**src/rtl/apb_rr_master.sv**
```systemverilog
// Two-requester APB master: round-robin arbitration, SETUP/ACCESS sequencing,
// wait-state handling and an ACCESS-phase timeout against hung slaves.
module apb_rr_master #(
  parameter int ADDR_W  = 32,
  parameter int DATA_W  = 32,
  parameter int TIMEOUT = 16
) (
  input  logic                P_clk,
  input  logic                P_rst,
  input  logic [1:0]          rq_valid,
  input  logic [1:0]          rq_write,
  input  logic [2*ADDR_W-1:0] rq_addr,
  input  logic [2*DATA_W-1:0] rq_wdata,
  output logic [1:0]          rq_grant,
  output logic [1:0]          rq_done,
  output logic [DATA_W-1:0]   rsp_rdata,
  output logic                rsp_err,
  output logic [ADDR_W-1:0]   P_addr,
  output logic                P_write,
  output logic [DATA_W-1:0]   P_wdata,
  output logic                P_selx,
  output logic                P_enable,
  input  logic                P_ready,
  input  logic                P_slverr,
  input  logic [DATA_W-1:0]   P_rdata
);

  localparam int CW_RAW = $clog2(TIMEOUT + 1);
  localparam int CW     = (CW_RAW < 1) ? 1 : CW_RAW;
  localparam logic [CW-1:0] CNT_LAST = CW'((TIMEOUT == 0) ? 0 : TIMEOUT - 1);

  typedef enum logic [1:0] {IDLE, SETUP, ACCESS} state_t;

  state_t        state;
  logic          last;   // index of most recent grant
  logic          cur;    // requester owning the transfer in flight
  logic [CW-1:0] cnt;
  logic          win;

  // On a tie the requester that did not win last time goes next.
  always_comb win = (rq_valid == 2'b11) ? ~last : rq_valid[1];

  always_ff @(posedge P_clk) begin
    if (P_rst) begin
      state     <= IDLE;
      last      <= 1'b1;
      cur       <= 1'b0;
      cnt       <= '0;
      rq_grant  <= '0;
      rq_done   <= '0;
      rsp_rdata <= '0;
      rsp_err   <= 1'b0;
      P_addr    <= '0;
      P_write   <= 1'b0;
      P_wdata   <= '0;
      P_selx    <= 1'b0;
      P_enable  <= 1'b0;
    end else begin
      rq_grant <= '0;
      rq_done  <= '0;
      case (state)
        IDLE: begin
          if (|rq_valid) begin
            cur           <= win;
            last          <= win;
            P_addr        <= win ? rq_addr[2*ADDR_W-1:ADDR_W]  : rq_addr[ADDR_W-1:0];
            P_wdata       <= win ? rq_wdata[2*DATA_W-1:DATA_W] : rq_wdata[DATA_W-1:0];
            P_write       <= rq_write[win];
            rq_grant[win] <= 1'b1;
            P_selx        <= 1'b1;
            state         <= SETUP;
          end
        end
        SETUP: begin
          P_enable <= 1'b1;
          cnt      <= '0;
          state    <= ACCESS;
        end
        ACCESS: begin
          if (P_ready) begin
            rq_done[cur] <= 1'b1;
            rsp_err      <= P_slverr;
            rsp_rdata    <= P_write ? '0 : P_rdata;
            P_selx       <= 1'b0;
            P_enable     <= 1'b0;
            state        <= IDLE;
          end else if (TIMEOUT != 0 && cnt == CNT_LAST) begin
            // Abandon the slave; its state is unknown and no retry is made.
            rq_done[cur] <= 1'b1;
            rsp_err      <= 1'b1;
            rsp_rdata    <= '0;
            P_selx       <= 1'b0;
            P_enable     <= 1'b0;
            state        <= IDLE;
          end else begin
            cnt <= cnt + 1'b1;
          end
        end
        default: state <= IDLE;
      endcase
    end
  end

endmodule

```
**config.mk**
```make
export PLATFORM = sky130hd
export DESIGN_NAME = apb_rr_master
export DESIGN_NICKNAME = d
export VERILOG_FILES = /design/src/rtl/apb_rr_master.sv
export SDC_FILE = /design/constraint.sdc
export NUM_CORES = 1
export LEC_CHECK = 0
export BUFFER_PORTS_ARGS = -buffer_cell sky130_fd_sc_hd__buf_2
export CAP_MARGIN = 0
export CORE_AREA = 2 2 106 108
export CTS_BUF_LIST = sky130_fd_sc_hd__clkbuf_4 sky130_fd_sc_hd__clkbuf_8 sky130_fd_sc_hd__clkbuf_16
export DETAILED_ROUTE_END_ITERATION = 8
export DIE_AREA = 0 0 108 110
export PLACE_DENSITY = 0.91
export SLEW_MARGIN = 20
export SYNTH_ARGS = -nofsm -noshare
export SYNTH_HDL_FRONTEND = slang
export SYNTH_SLANG_ARGS = --single-unit
```
**constraint.sdc**
```tcl
create_clock -name P_clk -period 2.8 [get_ports P_clk]
set_input_delay 0.7 -clock P_clk [delete_from_list [all_inputs] [get_ports P_clk]]
set_output_delay 0.7 -clock P_clk [all_outputs]
set_load 0.01 [all_outputs]
```
Yosys cells after proc, flatten, opt, wreduce, memory -nomap -nowiden --
Cells that the tools add are included.
Operators by class: add/subtract/negate cells 1, multipliers 0, div/mod/pow operators 0, $lt $le $gt $ge 4, equal/unequal tests 8, shift-type cells 0, multiplexer cells 28, bitwise operators 4, reduce and logical (&&, ||, !) cells 15
Operators by type and width (count):
- $mux W32 | 5
- $mux W1 | 10
- $mux W2 | 5
- $mux W5 | 2
- $pmux W5 S2 | 1
- $reduce_and A2 Y1 | 4
- $ne A2 B2 Y1 const B | 3
- $pmux W2 S3 | 1
- $reduce_and A3 Y1 | 2
- $reduce_bool A2 Y1 | 3
- $add A5 B1 Y5 const B | 1
- $eq A5 B4 Y1 const B | 1
- $eq A2 B2 Y1 const B | 2
- $lt A1 B2 Y1 const B | 2
- $not A1 Y1 | 4
- $pmux W1 S2 | 2
- $reduce_or A2 Y1 | 2
- $ne A3 B3 Y1 const B | 1
- $reduce_or A3 Y1 | 1
- $demux W1 S1 | 2
- $eq A2 B1 Y1 const B | 1
- $ge A1 B1 Y1 const B | 2
- $logic_and A1 B1 Y1 | 2
- $logic_not A2 Y1 | 1
Storage, ports and cells: register bits after elaboration 113, latch bits 0, RAM bits 0, bits in read-only memories 0, bits of input ports 168, output and inout port bits 104, memories 0

Longest topological paths before layout --
Gate-level depths: netlist of the first run.
depth after elaboration 6, depth in mapped cells 8, mapped depth without buffers 6

Worst setup path after synthesis of the first run --
No wires, ideal clock.
kind reg2reg, start register cnt[0], end register cnt[2], library setup time 71 ps, arrival 1846 ps, data required time 2729 ps, slack 884 ps, stages on the path, launching flop included 7, buffers on the path 0, period minus slack after synthesis 1916 ps, cells stage by stage dfxtp_1 > ha_1 > and3_1 > ha_1 > o21a_1 > or4b_2 > a21oi_1
On the way: cells in the longest elaborated chain, start to end 4
Ends and longest elaborated chain:
- from (decl) | RTL line 37 | logic [CW-1:0] cnt;
- from (signal assigned) | RTL line 96 | cnt <= cnt + 1'b1;
- $add A5 B1 Y5 | RTL line 96
- $mux W5 | RTL line 87 | end else if (TIMEOUT != 0 && cnt == CNT_LAST) begin
- $mux W5 | RTL line 80 | if (P_ready) begin
- $pmux W5 S2 | RTL line 61 | case (state)
Several ways; a longest one is shown, not always the timed one. The select of a mux whose other input is x is not followed. A chain may end at the register's enable or synchronous reset.

Worst setup path in the final report of the first run --
Ends and elaborated chain as after synthesis.

==> metrics.cfg, run 1 <==
[layout]
nets = 913
area_growth_syn_to_layout_pct = 45.3
finalInstanceArea_um2 = 6750
drive_gt1_share_pct = 42.6

[cts]
post_cts_buffers = 0
numCtsBuffers = 17
clk_path_buf_depth = 2
cts.sinks = 113
holdBufCountCts = 0
clock_latency_ns = 0.50
cts_root_buf = clkbuf_8
cts_resized = 0
cts-htree-levels = 4
cts_tree = built
cts.clk_slew.worst_paths_ns = 0.05

[power_and_ir_drop]
p_per_area_nw_per_um2 = 779
clkPwrFrac_pct = 44.2
p_seq_share_pct = 36.2
leakage_nw = 3.22
power_mw = 5.26
sw_frac_of_total_pct = 26.5
switching_power_mw = 1.39
p_int_mw = 3.86
power_frac_comb_pct = 19.7
peakVddDrop_v = 0.000488

[sta]
hold_viol = 0
skew_ns = 0.00531
grt_setup_unrepaired = false
min_period_ns = 2.08
setup_tns_ns = 0
hold_slack_ns = 0.437
fmax_ghz = 0.481
finalSetupViolCount = 0
slew_headroom_pct = 60.6
slew_violations = 0
fin_crit_sh_pct = 74.2
worstMarginPinSlew_ns = 0.591

[floorplanning]
initial_core_util_pct = 43.4
die_y_um = 110
io_pins = 272
die_w_um = 108
die_area_um2 = 11900
num_rows = 38
core_um2 = 10700

[setup_path]
required_ns = 3.23
critPathArrivalTime_ns = 2.51
slowest_delay_ns = 0.65
endpoint_kind = register
reg2reg_slack_ns = 0.72
path_delay_family = simple AND/OR/NAND/NOR gates
start_kind = register
path_common_cell = ha_1
worstPathMaxFanout = 6
path_cells = ha_1 -> and3_1 -> ha_1 -> o21a_1 -> or4b_2 -> a21oi_1
cp_num_buf_inv = 0
path_class = register to register
slowest_stage = or4b_2

[logic_synthesis]
synthFlopType = dfxtp_1
synth_cells = 484
yosys.area.top_type = dfxtp_1
synth.most_common_cell = dfxtp_1
synth-edff-count = 0
synthMuxAreaShare_pct = 14.0
synth_common_cells = dfxtp_1 (113), nor2_1 (102), a211oi_1 (65), mux2i_1 (65), a22oi_1 (32)
yosys.cell_types.count = 34
synthTopCellsByArea = dfxtp_1 (49%), mux2i_1 (14%), a211oi_1 (11%)
synth-simple-area-share_pct = 11.9
synth-compound-area-share_pct = 18.9
synthArstFlopShare_pct = 0
yosys.area_share.xor_xnor_pct = 0
ys_seq_elements = 113
avgSynthCellArea_um2 = 9.60
synth_top_family_by_area = compound AO/OA/AOI/OAI gates
synth_top_area_share_pct = 48.7
yosysWarnings = 0
synth_fa_ha_area_share_pct = 1.62
syn_nets = 658
ys_seq_area_share_pct = 48.7
netlist_area_um2 = 4640

[drt]
drc = 0
antenna_left = 0
drtPass1Iterations = 6
routed_via_density = 5.05
routed_wirelength_um = 12700
num_vias = 4512
drtIter0Drc = 230
wl_per_cell_um = 14.2

[placed_design]
dpl.hpwl_um = 9290
place.gp.congestion = 0.779
numPortBuffers = 271
placed_area_um2 = 6100

[grt]
grt_pass1_wl_um = 18600
antenna_found_initial = 1
grt_max_degree = 50
grt_pass1_vias = 4154
grt_use_total_pct = 20.1
grt_overflow = 0

[job]
maxCapViolCount = 0

[run_status]
status = complete, no violations

[hold_path]
hold_class = primary input to register

worst reg2reg max path: cells and delay by family, from the launching register on:
kind	cells	cell delay, ns
AOI/OAI and AO/OA	2	0.38
adders and majority gates	2	0.46
DFF	1	0.34
and+or+nand+nor	2	0.83
flip-flops by register name, summed over array words and instances, names as in the netlist:
name and count:
cnt 5, rq_done 2, P_enable 1, cur 1, rsp_rdata 32, state 2, rsp_err 1, P_addr 32
P_wdata 32, P_write 1, last 1, P_selx 1, rq_grant 2
cell usage in the layout (no fill, tap or decap), drive strengths merged, types with 5 or more instances in the layout:
cell type and count:
clkbuf 22, a22oi 32, nor2 102, mux2i 65, a21oi 10, o21ai 7
bufinv 5, ha 6, inv 5, a211oi 65, nand2 6, dfxtp 113
buf 279
cell families (layout without fill, tap and decap cells):
group | count (synthesis) | in the layout
flops | 113 | 113
compound gates | 122 | 122
other cells | 0 | 1
mux | 65 | 65
simple gates | 130 | 130
fa+ha+maj | 6 | 6
buf+inv | 48 | 316
layer usage:
metal	routed length [µm]	share of wire (%)	GRT usage, %
met5	0	0	0
met4	198	1.6	9.43
met3	1110	8.7	7.64
met2	6220	49	35.3
met1	5180	41	21.4
stage by stage:
step                instances  utilization, %  setup slack (ns)
finish                    893            63.1             0.722
global route              893            63.1             0.652
CTS                       892            63.0             0.560
detailed placement        860            57.0             0.630
global placement          860            57.0             0.731
floorplan                 484               -             0.884
path summary, 6_finish.rpt:
path | startpoint | endpoint | depth (start not counted)
worst max-delay path | cnt[0]$_SDFFE_PP0P_ | cnt[2]$_SDFFE_PP0P_ | 6
worst min-delay path | P_rdata[24] | rsp_rdata[24]$_SDFFE_PP0P_ | 3
worst max register to register | cnt[0]$_SDFFE_PP0P_ | cnt[2]$_SDFFE_PP0P_ | 6
worst min register to register | cur$_SDFFE_PP0P_ | rq_done[0]$_SDFF_PP0_ | 1
area by class of cell:
class                      count  area, µm²
tap                          140        175
inverter                       5       18.8
multi-input combinational    323       2170
antenna                        1       2.50
fill                         873       3950
timing repair buffer         279       1470
clock inverter                10        181
clock buffer                  22        464
sequential                   113       2260
power by group through the flow:
stage | clock network (mW) | registers (mW) | logic [mW]
finish | 2.32 | 1.90 | 1.03
global route | 2.43 | 1.92 | 1.14
CTS | 2.36 | 1.90 | 1.04
detailed placement | 0 | 1.93 | 1.04
global placement | 0 | 1.92 | 1.01
floorplan | 0 | 2.01 | 0.529
Note: power is estimated with default switching activity, not from simulation.
==> inputs of run 2 (changes only) <==
Settings changed: CORE_AREA 2 2 106 108 to unset, CORE_ASPECT_RATIO set to 1.25, CORE_MARGIN set to 2, CORE_UTILIZATION set to 39, DIE_AREA 0 0 108 110 to unset, PLACE_DENSITY 0.91 to 0.87.
Clock period 2.8 ns to 1.9 ns, I/O delays scaled along.
==> run 2 against run 1 <==
- wire length down 0.81%
- register-to-register slack got worse by 0.64 ns
- flip-flop and latch count stayed put
- critical path type unchanged
- first-iteration DRC count shrank 53%
==> metrics.cfg, run 2 (synthesis results as in run 1) <==
[cts]
cts_root_buf = clkbuf_16
numCtsBuffers = 17
cts_tree = built
clock_latency_ns = 0.40
cts.sinks = 113
holdBufCountCts = 0
post_cts_buffers = 0
cts.clk_slew.worst_paths_ns = 0.05
clk_path_buf_depth = 2
cts-htree-levels = 4

[sta]
slew_violations = 0
fmax_ghz = 0.549
setup_tns_ns = 0
finalSetupViolCount = 0
hold_viol = 0
grt_setup_unrepaired = false
min_period_ns = 1.82
worstMarginPinSlew_ns = 0.613
fin_crit_sh_pct = 95.9
skew_ns = 0.0120
hold_slack_ns = 0.309
final.setup.worst_slack_ns = 0.0787
slew_headroom_pct = 59.2

[power_and_ir_drop]
peakVddDrop_v = 0.000544
power_mw = 7.58
leakage_nw = 3.26
p_per_area_nw_per_um2 = 1100

[drt]
wl_per_cell_um = 13.6
drc = 0
drtIter0Drc = 109
drtPass1Iterations = 4
routed_via_density = 4.87
antenna_left = 0
num_vias = 4508
routed_wirelength_um = 12600

[floorplanning]
num_rows = 44
initial_core_util_pct = 40.0
die_w_um = 102
core_um2 = 11600
die_area_um2 = 12800
die_y_um = 126
io_pins = 272

[layout]
n_antenna_cell = 0
reg_top3 = P_addr x32, P_wdata x32, rsp_rdata x32
fillers = 999
nets = 926
final_util_pct = 59.2
drive_gt1_share_pct = 44.1
stdcell_count = 926
finalInstanceArea_um2 = 6880
final_common_cell = buf_2
final_cell_mix = buf_2 (270), dfxtp_1 (113), nor2_1 (102), mux2i_1 (65), a211oi_1 (65)
area_growth_syn_to_layout_pct = 48.0

[setup_path]
worstPathMaxFanout = 4
worstSetupEndpoint = cnt[4]$_SDFFE_PP0P_
reg2reg_slack_ns = 0.08
timing.rr.start = cnt[1]$_SDFFE_PP0P_
endpoint_kind = register
start_kind = register
path_class = register to register
critPathArrivalTime_ns = 2.16
ff2ff_path_depth = 7
rr_endpoint = cnt[4]$_SDFFE_PP0P_
required_ns = 2.24
critPathLaunch = cnt[1]$_SDFFE_PP0P_

[placed_design]
dpl.hpwl_um = 9570
numPortBuffers = 271
placed_area_um2 = 6250
dpl_worst_slack_ns = 0.00830
place.gp.congestion = 0.815
place_inst = 894

[grt]
grt_pass1_vias = 4364
grt_max_degree = 56
grt_use_total_pct = 19.5
grt_pass1_wl_um = 19600
grt_util_met2_pct = 34.6
grt_util_met1_pct = 20.3
grt_busiest_layer = met2
grtUsageMet3_pct = 6.27
antenna_found_initial = 0
grt_overflow = 0

[run_status]
status = complete, no violations

[hold_path]
hold_class = primary input to register

[job]
maxCapViolCount = 0

run 2: cell count changes in the layout (fill, tap and decap cells not counted), sizes merged:
cell | previous run | this run
clkinvlp | 1 | 4
bufinv | 5 | 3
buf | 279 | 292
diode | 1 | 0
clkbuf | 22 | 19
inv | 5 | 6
clkinv | 4 | 5
run 2: how the worst min path moves through the flow:
stage,cells after the start,from,to
CTS,3,P_rdata[5],rsp_rdata[5]$_SDFFE_PP0P_
global placement,1,cur$_SDFFE_PP0P_,rq_done[0]$_SDFF_PP0_
global route,3,P_rdata[0],rsp_rdata[0]$_SDFFE_PP0P_
finish,3,P_rdata[7],rsp_rdata[7]$_SDFFE_PP0P_
floorplan,1,cur$_SDFFE_PP0P_,rq_done[0]$_SDFF_PP0_
detailed placement,1,cur$_SDFFE_PP0P_,rq_done[0]$_SDFF_PP0_
run 2: what timing repair did:
item                                    CTS  global route
hold endpoints to repair                  0             0
resized for setup                         0             4
endpoints found under the setup margin    0             3
run 2: worst max-delay path, stage by stage, from the launching register on:
cell,delay [ns]
dfxtp_1,0.32
ha_2,0.18
and3_1,0.18
ha_2,0.18
or2_2,0.28
buf_4,0.15
or3_4,0.36
a21oi_2,0.12
run 2: layout make-up:
type / count / area [µm²] / area share, %
Sequential cell: 113 / 2260 / 32.9
Multi-Input combinational cell: 323 / 2190 / 31.9
Timing Repair Buffer: 292 / 1590 / 23.1
Clock buffer: 19 / 447 / 6.50
Tap cell: 161 / 201 / 2.93
Clock inverter: 13 / 161 / 2.35
Inverter: 5 / 18.8 / 0.273
run 2: metal layers:
layer / vias up / wire, µm
met5: - / 0
met1: 2002 / 4850
met4: 0 / 206
met3: 18 / 987
met2: 196 / 6550
li1: 2292 / -
run 2: power breakdown:
group / leakage (nW) / internal, mW / switching [mW]
clock network: 0.289 / 2.11 / 1.10
logic: 2.04 / 0.712 / 0.861
registers: 0.930 / 2.66 / 0.144
total: 3.26 / 5.48 / 2.11
==> inputs of run 3 (changes only) <==
Settings changed: CORE_MARGIN 2 to 3.
==> run 3 against run 2 <==
- utilization rose by 1.7 points
- highest routed layer is now met5
- die area rose by 3.6%
- maximum frequency fell by 0.46%
- largest power group unchanged
- register-to-register slack barely moved
- largest cell class unchanged
==> metrics.cfg, run 3 (synthesis results as in run 1) <==
[setup_path]
path_common_cell = ha_2
slowest_stage = or3_4
path_cells = ha_2 -> and3_1 -> ha_2 -> or2_4 -> buf_4 -> or3_4 -> a21oi_2
critPathArrivalTime_ns = 2.16
critPathLaunch = cnt[0]$_SDFFE_PP0P_
reg2reg_slack_ns = 0.07
start_kind = register
worstPathMaxFanout = 4
worstSetupEndpoint = cnt[0]$_SDFFE_PP0P_
timing.rr.start = cnt[0]$_SDFFE_PP0P_
required_ns = 2.23
slowest_delay_ns = 0.36
endpoint_kind = register
ff2ff_path_depth = 7
path_class = register to register
rr_endpoint = cnt[0]$_SDFFE_PP0P_

[cts]
clk_path_buf_depth = 2
numCtsBuffers = 17
cts.sinks = 113
cts.clk_slew.worst_paths_ns = 0.06
cts_root_buf = clkbuf_16
cts_tree = built
cts-htree-levels = 4
clock_latency_ns = 0.39
holdBufCountCts = 0

[sta]
worstMarginPinSlew_ns = 0.392
slew_headroom_pct = 73.9
fin_crit_sh_pct = 96.3
slew_violations = 0
min_period_ns = 1.83
setup_tns_ns = 0
hold_viol = 0
fmax_ghz = 0.547
finalSetupViolCount = 0
grt_setup_unrepaired = false
skew_ns = 0.00909

[power_and_ir_drop]
switching_power_mw = 2.04
power_mw = 7.97
p_per_area_nw_per_um2 = 1150
power_frac_comb_pct = 19.3
clkPwrFrac_pct = 45.7
p_seq_share_pct = 35.0
leakage_nw = 3.27
p_int_mw = 5.93
sw_frac_of_total_pct = 25.6
peakVddDrop_v = 0.000680

[drt]
wl_per_cell_um = 14.7
antenna_left = 0
drtPass1Iterations = 5
routed_wirelength_um = 13500
drtIter0Drc = 158
num_vias = 4494
drc = 0
routed_via_density = 4.91

[grt]
grt_use_total_pct = 20.1
grt_max_degree = 77
antenna_found_initial = 1
grt_pass1_vias = 4433
grt_pass1_wl_um = 21400
grt_overflow = 0

[job]
maxCapViolCount = 0

[layout]
drive_gt1_share_pct = 43.7
final_cell_mix = buf_2 (270), dfxtp_1 (113), nor2_1 (102), mux2i_1 (65), a211oi_1 (65)
final_common_cell = buf_2
n_antenna_cell = 0
reg_top3 = P_addr x32, P_wdata x32, rsp_rdata x32
fillers = 964
area_growth_syn_to_layout_pct = 48.7
nets = 920

[placed_design]
numPortBuffers = 271
dpl.hpwl_um = 9940
place.gp.congestion = 0.813

[floorplanning]
core_um2 = 11400
num_rows = 43
die_w_um = 104
initial_core_util_pct = 40.9
die_area_um2 = 13300
die_y_um = 128
io_pins = 272

[hold_path]
hold_class = primary input to register

[run_status]
status = complete, no violations

==> run 3: power groups by stage <==
stage	logic (mW)	clock network (mW)	registers [mW]
floorplan	0.780	0	2.96
global placement	1.51	0	2.83
global route	1.71	3.82	2.83
CTS	1.55	3.71	2.79
detailed placement	1.55	0	2.83
finish	1.54	3.64	2.79
==> run 3: worst min path at each step <==
stage,from,cells after the start,endpoint
floorplan,cur$_SDFFE_PP0P_,1,rq_done[0]$_SDFF_PP0_
global placement,cur$_SDFFE_PP0P_,1,rq_done[0]$_SDFF_PP0_
detailed placement,cur$_SDFFE_PP0P_,1,rq_done[0]$_SDFF_PP0_
CTS,P_rdata[27],3,rsp_rdata[27]$_SDFFE_PP0P_
global route,P_rdata[17],3,rsp_rdata[17]$_SDFFE_PP0P_
finish,P_rdata[3],3,rsp_rdata[3]$_SDFFE_PP0P_
==> run 3: layer usage <==
metal | wire length, µm | global-route usage, % | up-vias
met5 | 13 | 0 | -
met3 | 1140 | 6.90 | 18
met2 | 7080 | 37.1 | 191
met4 | 176 | 5.95 | 2
met1 | 5040 | 21.7 | 2011
li1 | - | - | 2272
==> run 3: what timing repair did <==
item                                    in CTS  in global routing
buffers inserted                             0                  0
resized for setup                            1                  5
pin swaps                                    3                  2
endpoints found under the setup margin       3                  5
==> run 3: final cells by class <==
cell class | count | area [µm²] | share of cell area [%]
timing repair buffer | 286 | 1550 | 22.4
tap | 157 | 196 | 2.84
sequential | 113 | 2260 | 32.7
clock inverter | 9 | 203 | 2.93
multi-input combinational | 323 | 2200 | 31.8
clock buffer | 22 | 482 | 6.97
inverter | 5 | 18.8 | 0.272
==> run 3: stage by stage <==
| step | hold WS (ns) | cell area [µm²] | worst slack (ns) | utilization [%] | instances |
|---|---|---|---|---|---|
| CTS | 0.302 | 6890 | 0.00277 | 60.7 | 915 |
| floorplan | 0.416 | 4650 | 0.00888 | - | 484 |
| global route | 0.307 | 6910 | 0.00297 | 60.9 | 915 |
| detailed placement | 0.433 | 6200 | 0.0181 | 54.6 | 884 |
| finish | 0.319 | 6910 | 0.0703 | 60.9 | 915 |
| global placement | 0.441 | 6200 | 0.0555 | 54.6 | 884 |
==> run 3: critical path, delay by kind of cell (launching register included) <==
family / cells / cell delay, ns
fa+ha+maj: 2 / 0.37
buf+inv: 1 / 0.15
compound gates: 1 / 0.14
flops: 1 / 0.32
simple gates: 3 / 0.78
